$ cat src/rtl/onehot_decoder_scan_if.sv
// Handshake and output bundle of the registered one-hot decoder / token scanner.
// The master drives control and select codes; the slave returns the decoded one-hot state.
interface onehot_decoder_scan_if #(
  parameter int SEL_W   = 3,
  parameter int DWELL_W = 8
);
  localparam int NOUT = 1 << SEL_W;

  logic               en;
  logic               mode;
  logic               in_valid;
  logic [SEL_W-1:0]   in_sel;
  logic               in_ready;
  logic [DWELL_W-1:0] dwell;
  logic [NOUT-1:0]    y;
  logic               out_valid;
  logic [SEL_W-1:0]   cur_sel;
  logic               wrap;

  modport master (
    output en, mode, in_valid, in_sel, dwell,
    input  in_ready, y, out_valid, cur_sel, wrap
  );

  modport slave (
    input  en, mode, in_valid, in_sel, dwell,
    output in_ready, y, out_valid, cur_sel, wrap
  );
endinterface

$ cat src/rtl/onehot_decoder_scan.sv
// Registered N-to-2^N one-hot decoder with a SCAN mode that walks a token
// across all outputs, holding each position for dwell+1 cycles.
module onehot_decoder_scan #(
  parameter int SEL_W   = 3,
  parameter int DWELL_W = 8
) (
  input  logic                 clk,
  input  logic                 rst_n,
  onehot_decoder_scan_if.slave bus
);
  localparam int NOUT = 1 << SEL_W;

  typedef enum logic [1:0] {
    S_IDLE   = 2'd0,
    S_DECODE = 2'd1,
    S_SCAN   = 2'd2
  } state_t;

  state_t             r_state;
  logic [NOUT-1:0]    r_y;
  logic               r_out_valid;
  logic [SEL_W-1:0]   r_cur_sel;
  logic               r_wrap;
  logic [DWELL_W-1:0] r_cnt;
  logic               r_scan_restart;

  logic               w_accept;
  logic [SEL_W-1:0]   w_next_sel;

  function automatic logic [NOUT-1:0] onehot(input logic [SEL_W-1:0] sel);
    logic [NOUT-1:0] v;
    v      = '0;
    v[sel] = 1'b1;
    return v;
  endfunction

  assign w_accept   = (r_state == S_DECODE) && bus.in_valid;
  assign w_next_sel = r_cur_sel + 1'b1;

  // A DECODE->SCAN switch still honours that cycle's accept; the scan
  // restart is deferred one edge via r_scan_restart so the code is visible.
  always_ff @(posedge clk or negedge rst_n) begin
    if (!rst_n) begin
      r_state        <= S_IDLE;
      r_y            <= '0;
      r_out_valid    <= 1'b0;
      r_cur_sel      <= '0;
      r_wrap         <= 1'b0;
      r_cnt          <= '0;
      r_scan_restart <= 1'b0;
    end else begin
      r_wrap <= 1'b0;
      if (!bus.en) begin
        r_state        <= S_IDLE;
        r_y            <= '0;
        r_out_valid    <= 1'b0;
        r_cnt          <= '0;
        r_scan_restart <= 1'b0;
      end else begin
        unique case (r_state)
          S_IDLE: begin
            if (bus.mode) begin
              r_state        <= S_SCAN;
              r_y            <= onehot(SEL_W'(0));
              r_cur_sel      <= '0;
              r_out_valid    <= 1'b1;
              r_cnt          <= '0;
              r_scan_restart <= 1'b0;
            end else begin
              r_state     <= S_DECODE;
              r_y         <= '0;
              r_out_valid <= 1'b0;
            end
          end
          S_DECODE: begin
            if (w_accept) begin
              r_y         <= onehot(bus.in_sel);
              r_cur_sel   <= bus.in_sel;
              r_out_valid <= 1'b1;
            end
            if (bus.mode) begin
              r_state        <= S_SCAN;
              r_scan_restart <= 1'b1;
            end
          end
          S_SCAN: begin
            if (!bus.mode) begin
              r_state        <= S_DECODE;
              r_y            <= '0;
              r_out_valid    <= 1'b0;
              r_scan_restart <= 1'b0;
            end else if (r_scan_restart) begin
              r_y            <= onehot(SEL_W'(0));
              r_cur_sel      <= '0;
              r_out_valid    <= 1'b1;
              r_cnt          <= '0;
              r_scan_restart <= 1'b0;
            end else if (r_cnt == bus.dwell) begin
              r_cnt       <= '0;
              r_cur_sel   <= w_next_sel;
              r_y         <= onehot(w_next_sel);
              r_out_valid <= 1'b1;
              r_wrap      <= (w_next_sel == '0);
            end else begin
              r_cnt <= r_cnt + 1'b1;
            end
          end
          default: r_state <= S_IDLE;
        endcase
      end
    end
  end

  assign bus.in_ready  = (r_state == S_DECODE);
  assign bus.y         = r_y;
  assign bus.out_valid = r_out_valid;
  assign bus.cur_sel   = r_cur_sel;
  assign bus.wrap      = r_wrap;
endmodule

$ cat src/flat_wrapper.sv
// flat-port wrapper written by rule: the top's interface ports become plain ports
module onehot_decoder_scan_flat 
#(
  parameter int SEL_W   = 3,
  parameter int DWELL_W = 8
)
  (clk, rst_n, bus_en, bus_mode, bus_in_valid, bus_in_sel, bus_dwell, bus_in_ready, bus_y, bus_out_valid, bus_cur_sel, bus_wrap);
  onehot_decoder_scan_if #(.SEL_W(SEL_W), .DWELL_W(DWELL_W)) bus_i ();
  input  logic clk;
  input  logic rst_n;
  input wire logic [$bits(bus_i.en)-1:0] bus_en;
  input wire logic [$bits(bus_i.mode)-1:0] bus_mode;
  input wire logic [$bits(bus_i.in_valid)-1:0] bus_in_valid;
  input wire logic [$bits(bus_i.in_sel)-1:0] bus_in_sel;
  input wire logic [$bits(bus_i.dwell)-1:0] bus_dwell;
  output wire logic [$bits(bus_i.in_ready)-1:0] bus_in_ready;
  output wire logic [$bits(bus_i.y)-1:0] bus_y;
  output wire logic [$bits(bus_i.out_valid)-1:0] bus_out_valid;
  output wire logic [$bits(bus_i.cur_sel)-1:0] bus_cur_sel;
  output wire logic [$bits(bus_i.wrap)-1:0] bus_wrap;
  assign bus_i.en = bus_en;
  assign bus_i.mode = bus_mode;
  assign bus_i.in_valid = bus_in_valid;
  assign bus_i.in_sel = bus_in_sel;
  assign bus_i.dwell = bus_dwell;
  assign bus_in_ready = bus_i.in_ready;
  assign bus_y = bus_i.y;
  assign bus_out_valid = bus_i.out_valid;
  assign bus_cur_sel = bus_i.cur_sel;
  assign bus_wrap = bus_i.wrap;
  onehot_decoder_scan #(.SEL_W(SEL_W), .DWELL_W(DWELL_W)) u_core (.clk(clk), .rst_n(rst_n), .bus(bus_i));
endmodule
$ cat config.mk
export PLATFORM = sky130hd
export DESIGN_NAME = onehot_decoder_scan_flat
export DESIGN_NICKNAME = d
export VERILOG_FILES = /design/src/rtl/onehot_decoder_scan_if.sv /design/src/rtl/onehot_decoder_scan.sv /design/src/flat_wrapper.sv
export SDC_FILE = /design/constraint.sdc
export NUM_CORES = 1
export LEC_CHECK = 0
export ABC_CLOCK_PERIOD_IN_PS = 3100
export CELL_PAD_IN_SITES_DETAIL_PLACEMENT = 1
export CELL_PAD_IN_SITES_GLOBAL_PLACEMENT = 2
export CORE_ASPECT_RATIO = 0.75
export CORE_MARGIN = 5
export CORE_UTILIZATION = 34
export DETAILED_ROUTE_END_ITERATION = 12
export HOLD_SLACK_MARGIN = 0.15
export PLACE_DENSITY_LB_ADDON = 0.25
export SYNTH_ARGS = -nofsm -noshare
export SYNTH_HDL_FRONTEND = slang
export SYNTH_SLANG_ARGS = --single-unit
$ cat constraint.sdc
create_clock -name clk -period 3.1 [get_ports clk]
set_input_delay 0.62 -clock clk [delete_from_list [all_inputs] [get_ports clk]]
set_output_delay 0.62 -clock clk [all_outputs]
set_load 0.005 [all_outputs]
==> key figures, run 1 <==
Floorplanning
  • IO Pins: 30
  • Row Count: 21
  • Chip height: 70.0 µm
  • Die Footprint: 6310 µm²
  • Core area: 4550 µm²
  • Die width: 90.1 µm
  • Initial Util: 35.9%

Global routing
  • Gr ovfl total: 0
  • Vias in the first global route: 1,550
  • First-pass GRT wire length: 8050 µm
  • Antenna violations before repair: 0
  • Gr usage total: 15.6%
  • Pin count of the biggest net entering global routing: 25

Status
  • Status: completed

Routing
  • Final wirelength: 4780 µm
  • Routed WL per cell: 18.2 µm
  • Routed Antenna Nets: 0
  • Post-route DRC: 0
  • Initial DRC count: 59
  • Drt first pass iters: 4
  • Routed vias/inst: 5.77
  • Vias: 1,517

CTS
  • Clock H-tree levels: 1
  • Post_cts resized: 0
  • Clock transition at path regs: 0.09 ns
  • CTS Buf Count: 3
  • Post-CTS Hold Buffers: 0
  • CTS Buffer Depth: 2
  • CTS tree: yes
  • CTS sink cnt: 24
  • Number of post-CTS setup repair buffers: 0
  • Worst skew pair latency: 0.27 ns
  • Clock Tree Root: clkbuf_8

Synthesis
  • Main synth FF type: dfrtp_1
  • Netlist cell types: 46
  • Async set-reset flop share out of synthesis: 100%
  • Sequential share of the synthesized area: 36.8%
  • Syn_nets: 200
  • Cell Area, Synth: 1630 µm²
  • Number of synthesized flops with an enable pin: 0
  • Synth Register Bits: 24
  • Synthesized instance count: 177
  • Syn_area_per_cell: 9.23 µm²
  • Synthesis Warnings: 0

Cells and area
  • Commonest cells after routing, fill and taps aside: clkdlybuf4s50_1, dfrtp_1, nand2_1
  • Design area: 2060 µm²
  • Ratio of cells with drive above 1 in the final layout: 8.25%
  • Ant. Diodes: 0
  • Leading cell type in the layout, fill and taps excluded: clkdlybuf4s50_1
  • Final core occ: 45.3%
  • Area Growth Syn to Fin: 25.9%
  • Final nets: 230

Timing
  • Final hold slack: 0.499 ns
  • Endpoints failing setup: 0
  • Setup_tns: 0 ns
  • Slew at the pin closest to its max-slew limit: 0.916 ns
  • Slew headroom: 38.9%
  • Min cycle time layout: 2.44 ns
  • RSZ-0062 raised after global routing: false
  • Max-slew violations: 0
  • FMAX: 410 MHz
  • Fin. Hold Viols: 0
  • Final Skew: 0.00388 ns
  • Fin crit share: 78.7%

Critical path
  • WS Path Type: input pin to flop
  • Startpoint types: input pin
  • CP endpoint kind: flop
  • Critical path data required time: 3.27 ns
  • Worst EP arrival: 2.61 ns
  • Worst Path Max Fanout: 13

Pwr
  • Pwr dens: 637 nW/µm²
  • Peak VDD IR: 0.346 mV
  • Power, Total: 1.31 mW
  • Static Leak: 0.843 nW

Min path
  • Min-Delay Path Class: flop to flop

Placed design
  • Placed cell areas: 1990 µm²
  • DP Wirelength: 3700 µm
  • RD Place Congestion: 0.799
  • PortBufs: 29

Run
  • Max-Cap Viols: 0
where the power goes:
group / switching [mW] / total (mW) / internal, mW
Sequential: 0.0659 / 0.424 / 0.358
Clock: 0.109 / 0.281 / 0.173
Combinational: 0.353 / 0.605 / 0.252
cell usage after synthesis (all sizes together), types with 2 or more instances:
library cell	n	area, µm²
nand4	2	12.5
o22ai	2	12.5
or4	2	15.0
inv	8	30.0
nor2	10	37.5
nor3	6	30.0
nand3	6	30.0
o2bb2ai	3	26.3
mux2	4	60.1
ha	7	87.6
nor2b	3	18.8
nor3b	2	15.0
o41ai	2	17.5
o21a	2	15.0
nand4b	4	35.0
and2	2	15.0
a31oi	8	50.1
a21oi	10	50.1
o32ai	4	35.0
nand2b	2	12.5
o21ai	8	40.0
dfrtp	24	601
or3	2	12.5
buf	5	32.5
nand2	17	63.8
a22oi	4	30.0
nor4	2	42.5
clkbuf	4	15.0
xor2	9	78.8
worst max-delay path, cell delays in order:
cell and delay (ns):
clkdlybuf4s50_1 0.49, xor2_1 0.26, nor4_4 0.11, a21oi_1 0.75, a21oi_1 0.19, o21a_1 0.20
cell families after synthesis:
kind of cell | Yosys count | synth area share, %
simple gates | 64 | 22.7
mux | 5 | 4.29
flops | 24 | 36.8
xor+xnor | 9 | 4.82
buf+inv | 17 | 4.75
fa+ha+maj | 7 | 5.36
compound gates | 51 | 21.4
per-stage QoR:
stage,cells,setup WS [ns]
after floorplan,177,1.09
after global placement,259,0.460
after detailed placement,259,0.332
after CTS,263,0.650
after global routing,263,0.493
final,263,0.659
sequential cells by signal, summed over array words and instances, names as in the netlist:
register / flops
u_core.bus.cur_sel: 3
u_core.bus.out_valid: 1
u_core.bus.wrap: 1
u_core.bus.y: 8
u_core.r_cnt: 8
u_core.r_scan_restart: 1
u_core.r_state: 2
path summary, 6_finish.rpt:
path | start | end | slack, ns | cells after the start
worst max-delay path | bus_dwell[3] | u_core.bus.out_valid$_DFFE_PN0P_ | 0.66 | 6
worst min-delay path | u_core.bus.y[5]$_DFFE_PN0P_ | u_core.bus.y[5]$_DFFE_PN0P_ | 0.50 | 1
worst max register to register | u_core.r_state[0]$_DFFE_PN0P_ | u_core.bus.y[7]$_DFFE_PN0P_ | 0.76 | 7
worst min register to register | u_core.bus.y[5]$_DFFE_PN0P_ | u_core.bus.y[5]$_DFFE_PN0P_ | 0.50 | 1
max in group asynchronous | rst_n | u_core.bus.y[6]$_DFFE_PN0P_ | 2.14 | 2
min in group asynchronous | rst_n | u_core.r_cnt[2]$_DFFE_PN0P_ | 0.71 | 2
cell type report:
cell class	count	area, µm²
fill	548	2490
multi-input combinational	136	956
sequential	24	601
timing repair buffer	34	328
tap	57	71.3
clock buffer	3	41.3
clock inverter	1	30.0
inverter	8	30.0
layer usage:
layer / global-route usage, % / share of wire (%) / up-vias
li1: - / - / 720
met1: 21.9 / 48 / 759
met2: 24.8 / 45 / 34
met3: 3.43 / 5.5 / 4
met4: 3.14 / 0.71 / 0
met5: 0 / 0 / -
Note: power is estimated with default switching activity, not from simulation.
==> inputs of run 2 (changes only) <==
Settings changed: ABC_CLOCK_PERIOD_IN_PS 3100 to 2280, CORE_UTILIZATION 34 to 32.
Clock period 3.1 ns to 2.28 ns, I/O delays scaled along.
==> run 2 against run 1 <==
Non-clock buffer count rose by 11. Clock power rose by 5%. Design area rose by 3.4%. Via count rose by 0.20%. Global-route usage fell by 0.20 points. First-iteration DRC count rose by 24%. Critical path type unchanged. Largest cell class unchanged. Highest routed layer unchanged.
==> key figures, run 2 (same netlist as run 1, synthesis figures left out) <==
Status
  • Status: completed

Min path
  • Min-Delay Path Class: flop to flop
  • Hold EP: u_core.bus.y[1]$_DFFE_PN0P_
  • Worst Hold Path Cells: 1
  • Critical hold path startpoint: u_core.bus.y[1]$_DFFE_PN0P_

Cells and area
  • Ratio of cells with drive above 1 in the final layout: 12.9%
  • Final nets: 241
  • Leading cell type in the layout, fill and taps excluded: clkdlybuf4s50_1
  • Commonest cells after routing, fill and taps aside: clkdlybuf4s50_1, dfrtp_1, nand2_1
  • Design area: 2130 µm²
  • Area Growth Syn to Fin: 30.2%
  • Ant. Diodes: 0
  • Final core occ: 43.2%

Floorplanning
  • Core area: 4930 µm²
  • Row Count: 22
  • Initial Util: 33.2%
  • Chip height: 71.9 µm
  • Die Footprint: 6650 µm²
  • Die width: 92.5 µm
  • IO Pins: 30

Timing
  • Max-slew violations: 0
  • RSZ-0062 raised after global routing: false
  • Slew at the pin closest to its max-slew limit: 0.564 ns
  • Final Skew: 0.00453 ns
  • Min cycle time layout: 2.08 ns
  • Endpoints failing setup: 0
  • Slew headroom: 62.4%
  • Setup_tns: 0 ns
  • Final setup margin: 0.205 ns
  • Final hold slack: 0.503 ns
  • Fin crit share: 91.0%
  • Fin. Hold Viols: 0
  • FMAX: 482 MHz

Global routing
  • First-pass GRT wire length: 8160 µm
  • Antenna violations before repair: 0
  • Pin count of the biggest net entering global routing: 25
  • GR Util met3: 3.25%
  • Busiest grt layer: met2
  • Gr ovfl total: 0
  • Grt met1 use: 20.9%
  • Gr usage total: 15.4%
  • Vias in the first global route: 1,628
  • Global Route met2 Usage: 25.5%

Critical path
  • Worst EP arrival: 2.27 ns
  • Reg2Reg Depth: 7
  • CP endpoint kind: flop
  • Reg2reg end: u_core.bus.y[6]$_DFFE_PN0P_
  • FF-to-FF Start: u_core.r_state[0]$_DFFE_PN0P_
  • WS Path Type: input pin to flop
  • FF-to-FF setup slack: 0.23 ns
  • Startpoint types: input pin
  • Critical path data required time: 2.48 ns
  • Worst Path Max Fanout: 5

Placed design
  • RD Place Congestion: 0.785
  • Placed cell areas: 2070 µm²
  • DP Wirelength: 3860 µm
  • PortBufs: 29
  • Placement Setup Slack: -0.0958 ns

Pwr
  • Sw frac: 40.9%
  • Reg power frac: 32.1%
  • Pwr dens: 843 nW/µm²
  • Peak VDD IR: 0.475 mV
  • Logic pwr share: 51.5%
  • Internal cell power: 1.06 mW
  • Clk pwr share: 16.4%
  • Net Sw Power: 734 µW
  • Static Leak: 0.891 nW

CTS
  • CTS tree: yes
  • Clock Tree Root: clkbuf_8
  • Clock transition at path regs: 0.08 ns
  • CTS Buf Count: 3
  • Clock H-tree levels: 1
  • Number of post-CTS setup repair buffers: 0
  • CTS Buffer Depth: 2
  • Post-CTS Hold Buffers: 0
  • CTS sink cnt: 24
  • Post_cts resized: 0
  • Worst skew pair latency: 0.27 ns

Routing
  • Drt first pass iters: 5
  • Routed vias/inst: 5.49
  • Routed WL per cell: 17.3 µm
  • Final wirelength: 4800 µm
  • Initial DRC count: 73
  • Post-route DRC: 0
  • Vias: 1,520
  • Routed Antenna Nets: 0

Run
  • Max-Cap Viols: 0
[run 2: changes by cell type in the layout (fill, tap and decap cells not counted), sizes merged]
cell,change
bufinv,-1
clkbuf,+1
buf,+11
[run 2: critical path, cell delays in order]
cell and delay, ns:
clkdlybuf4s50_1 0.42, xor2_1 0.17, nor4_4 0.42, a211oi_2 0.13, buf_4 0.17, or3_1 0.34, a31oi_1 0.16
[run 2: metal layers]
metal	share of wire (%)	up-vias	routed length [µm]
met2	47	20	2240
met4	0.50	0	24
met1	50	757	2410
met5	0	-	0
li1	-	739	-
met3	2.6	4	127
[run 2: stage by stage]
stage                     std cells  power [mW]
final                           277        1.79
after global routing            277        1.94
after floorplan                 177        1.12
after CTS                       277        1.81
after detailed placement        273        1.50
after global placement          273        1.48
[run 2: final cells by class]
| cell class | instances | area, µm² |
|---|---|---|
| multi-input cells | 136 | 956 |
| flip-flops and latches | 24 | 601 |
| clock buffers | 4 | 55.1 |
| well taps | 60 | 75.1 |
| fillers | 572 | 2800 |
| inverters | 8 | 30.0 |
| repair buffers | 45 | 410 |
[run 2: how the worst max path moves through the flow]
| stage | start | end | slack, ns | depth (start not counted) |
|---|---|---|---|---|
| 4_1_cts | bus_dwell[7] | u_core.r_cnt[3]$_DFFE_PN0P_ | 0.20 | 7 |
| 6_report | bus_dwell[4] | u_core.bus.y[0]$_DFFE_PN0P_ | 0.20 | 7 |
| 2_1_floorplan | u_core.r_state[0]$_DFFE_PN0P_ | u_core.bus.y[2]$_DFFE_PN0P_ | 0.29 | 8 |
| 3_5_place_dp | bus_dwell[7] | u_core.r_cnt[3]$_DFFE_PN0P_ | -0.1 | 7 |
| 3_3_place_gp | bus_dwell[4] | u_core.bus.y[0]$_DFFE_PN0P_ | -0.02 | 7 |
| 5_1_grt | bus_dwell[7] | u_core.r_cnt[7]$_DFFE_PN0P_ | 0.09 | 7 |
[run 2: power by group through the flow]
stage | clock [mW] | combinational, mW | sequential (mW)
floorplan | 0 | 0.552 | 0.564
global placement | 0 | 0.899 | 0.581
detailed placement | 0 | 0.920 | 0.585
CTS | 0.312 | 0.925 | 0.576
global route | 0.325 | 1.02 | 0.591
finish | 0.295 | 0.923 | 0.576
==> inputs of run 3 (changes only) <==
Settings changed: CORE_UTILIZATION 32 to 25, REMOVE_ABC_BUFFERS set to 1.
==> run 3 against run 2 <==
Global-route usage down 1.6 points. Worst setup slack lost 0.10 ns. Critical path depth is 4 lower. Die area rose by 24%. Sequential share of layout area shrank 0.54 points. Clock power is 5% higher.
==> key figures, run 3 (same netlist as run 1, synthesis figures left out) <==
Status
  • Status: completed

Floorplanning
  • Chip height: 80.0 µm
  • Row Count: 25
  • Die width: 103 µm
  • Initial Util: 25.9%
  • Die Footprint: 8270 µm²
  • Core area: 6320 µm²
  • IO Pins: 30

Critical path
  • WS Path Type: flop to primary output
  • Reg2reg end: u_core.bus.y[7]$_DFFE_PN0P_
  • CP cell instances: inv_1, ha_1, clkdlybuf4s50_1
  • Slowest CP cell: clkdlybuf4s50_1
  • Worst Path Max Fanout: 7
  • Critical path data required time: 1.82 ns
  • Crit path largest cell delay: 0.56 ns
  • CP endpoint kind: primary output
  • Reg2Reg Depth: 7
  • FF-to-FF Start: u_core.r_state[0]$_DFFE_PN0P_
  • FF-to-FF setup slack: 0.25 ns
  • Worst EP arrival: 1.72 ns
  • Startpoint types: flop

Routing
  • Final wirelength: 5300 µm
  • Initial DRC count: 59
  • Drt first pass iters: 4
  • Routed WL per cell: 17.7 µm
  • Post-route DRC: 0
  • Routed vias/inst: 5.23
  • Vias: 1,570
  • Routed Antenna Nets: 0
  • M1 WL: 2590 µm
  • Met3 Wirelength: 154 µm
  • DR top layer: met4
  • DR WL met2: 2490 µm

Placed design
  • DP Wirelength: 4130 µm
  • RD Place Congestion: 0.807
  • Placed cell areas: 2110 µm²
  • PortBufs: 29
  • Placed Cells: 296
  • Placement Setup Slack: -0.0622 ns

CTS
  • Post-CTS Hold Buffers: 0
  • Worst skew pair latency: 0.28 ns
  • CTS tree: yes
  • Clock H-tree levels: 1
  • Clock Tree Root: clkbuf_8
  • CTS sink cnt: 24
  • Number of post-CTS setup repair buffers: 0
  • Post_cts resized: 0
  • Clock transition at path regs: 0.09 ns
  • CTS Buf Count: 3
  • CTS Buffer Depth: 2

Cells and area
  • Final core occ: 34.3%
  • Post-route insts no fill: 300
  • Design area: 2170 µm²
  • Leading cell type in the layout, fill and taps excluded: clkdlybuf4s50_1
  • Ant. Diodes: 0
  • Final nets: 243
  • Area Growth Syn to Fin: 32.7%
  • Filler cells: 737
  • Commonest cells after routing, fill and taps aside: clkdlybuf4s50_1, dfrtp_1, buf_4
  • Ratio of cells with drive above 1 in the final layout: 13.7%

Timing
  • Fin crit share: 95.6%
  • Setup_tns: 0 ns
  • Min cycle time layout: 2.18 ns
  • Final Skew: 0.00269 ns
  • Final setup margin: 0.100 ns
  • Endpoints failing setup: 0
  • Max-slew violations: 0
  • Slew at the pin closest to its max-slew limit: 0.596 ns
  • RSZ-0062 raised after global routing: false
  • Final hold slack: 0.499 ns
  • Fin. Hold Viols: 0
  • FMAX: 459 MHz
  • Slew headroom: 60.2%

Min path
  • Hold EP: u_core.bus.y[4]$_DFFE_PN0P_
  • Min-Delay Path Class: flop to flop
  • Worst Hold Path Cells: 1
  • Critical hold path startpoint: u_core.bus.y[4]$_DFFE_PN0P_

Run
  • Max-Cap Viols: 0

Pwr
  • Pwr dens: 842 nW/µm²
  • Power, Total: 1.82 mW
  • Peak VDD IR: 0.301 mV
  • Static Leak: 0.903 nW

Global routing
  • First-pass GRT wire length: 8850 µm
  • Pin count of the biggest net entering global routing: 25
  • Gr usage total: 13.8%
  • Vias in the first global route: 1,727
  • Antenna violations before repair: 0
  • Gr ovfl total: 0
[run 3: cell types whose count changed in the layout (fill, tap and decap cells not counted), sizes merged]
cell  previous run  this run
buf             16        18
[run 3: worst max-delay path, delay by kind of cell (launching register included)]
kind       cells  cell delay (ns)
fa+ha+maj      1             0.31
flops          1             0.46
buf+inv        2             0.67
[run 3: power breakdown]
group / total (mW) / switching [mW] / internal (mW)
Combinational: 0.939 / 0.522 / 0.417
Sequential: 0.576 / 0.0895 / 0.486
Clock: 0.310 / 0.155 / 0.155
[run 3: cell type report]
class / count / area [µm²] / share of cell area, %
sequential: 24 / 601 / 27.7
inverter: 8 / 30.0 / 1.38
tap: 81 / 101 / 4.67
timing repair buffer: 47 / 425 / 19.6
clock buffer: 4 / 55.1 / 2.54
multi-input combinational: 136 / 956 / 44.1
[run 3: how the worst max path moves through the flow]
stage                                   to  cells past startpoint  slack (ns)                     startpoint
3_3_place_gp   u_core.bus.y[0]$_DFFE_PN0P_                      7      -0.007                   bus_dwell[4]
2_1_floorplan  u_core.bus.y[2]$_DFFE_PN0P_                      7        0.24  u_core.r_state[0]$_DFFE_PN0P_
6_report                      bus_in_ready                      3        0.10  u_core.r_state[1]$_DFFE_PN0P_
3_5_place_dp   u_core.bus.y[0]$_DFFE_PN0P_                      7       -0.06                   bus_dwell[4]
4_1_cts                       bus_in_ready                      3        0.11  u_core.r_state[1]$_DFFE_PN0P_
5_1_grt                       bus_in_ready                      3        0.02  u_core.r_state[1]$_DFFE_PN0P_
[run 3: routing by layer]
layer,global-route usage [%],vias to the layer above
met3,2.53,7
li1,-,744
met2,22.5,18
met5,0,-
met1,18.8,801
met4,3.23,0
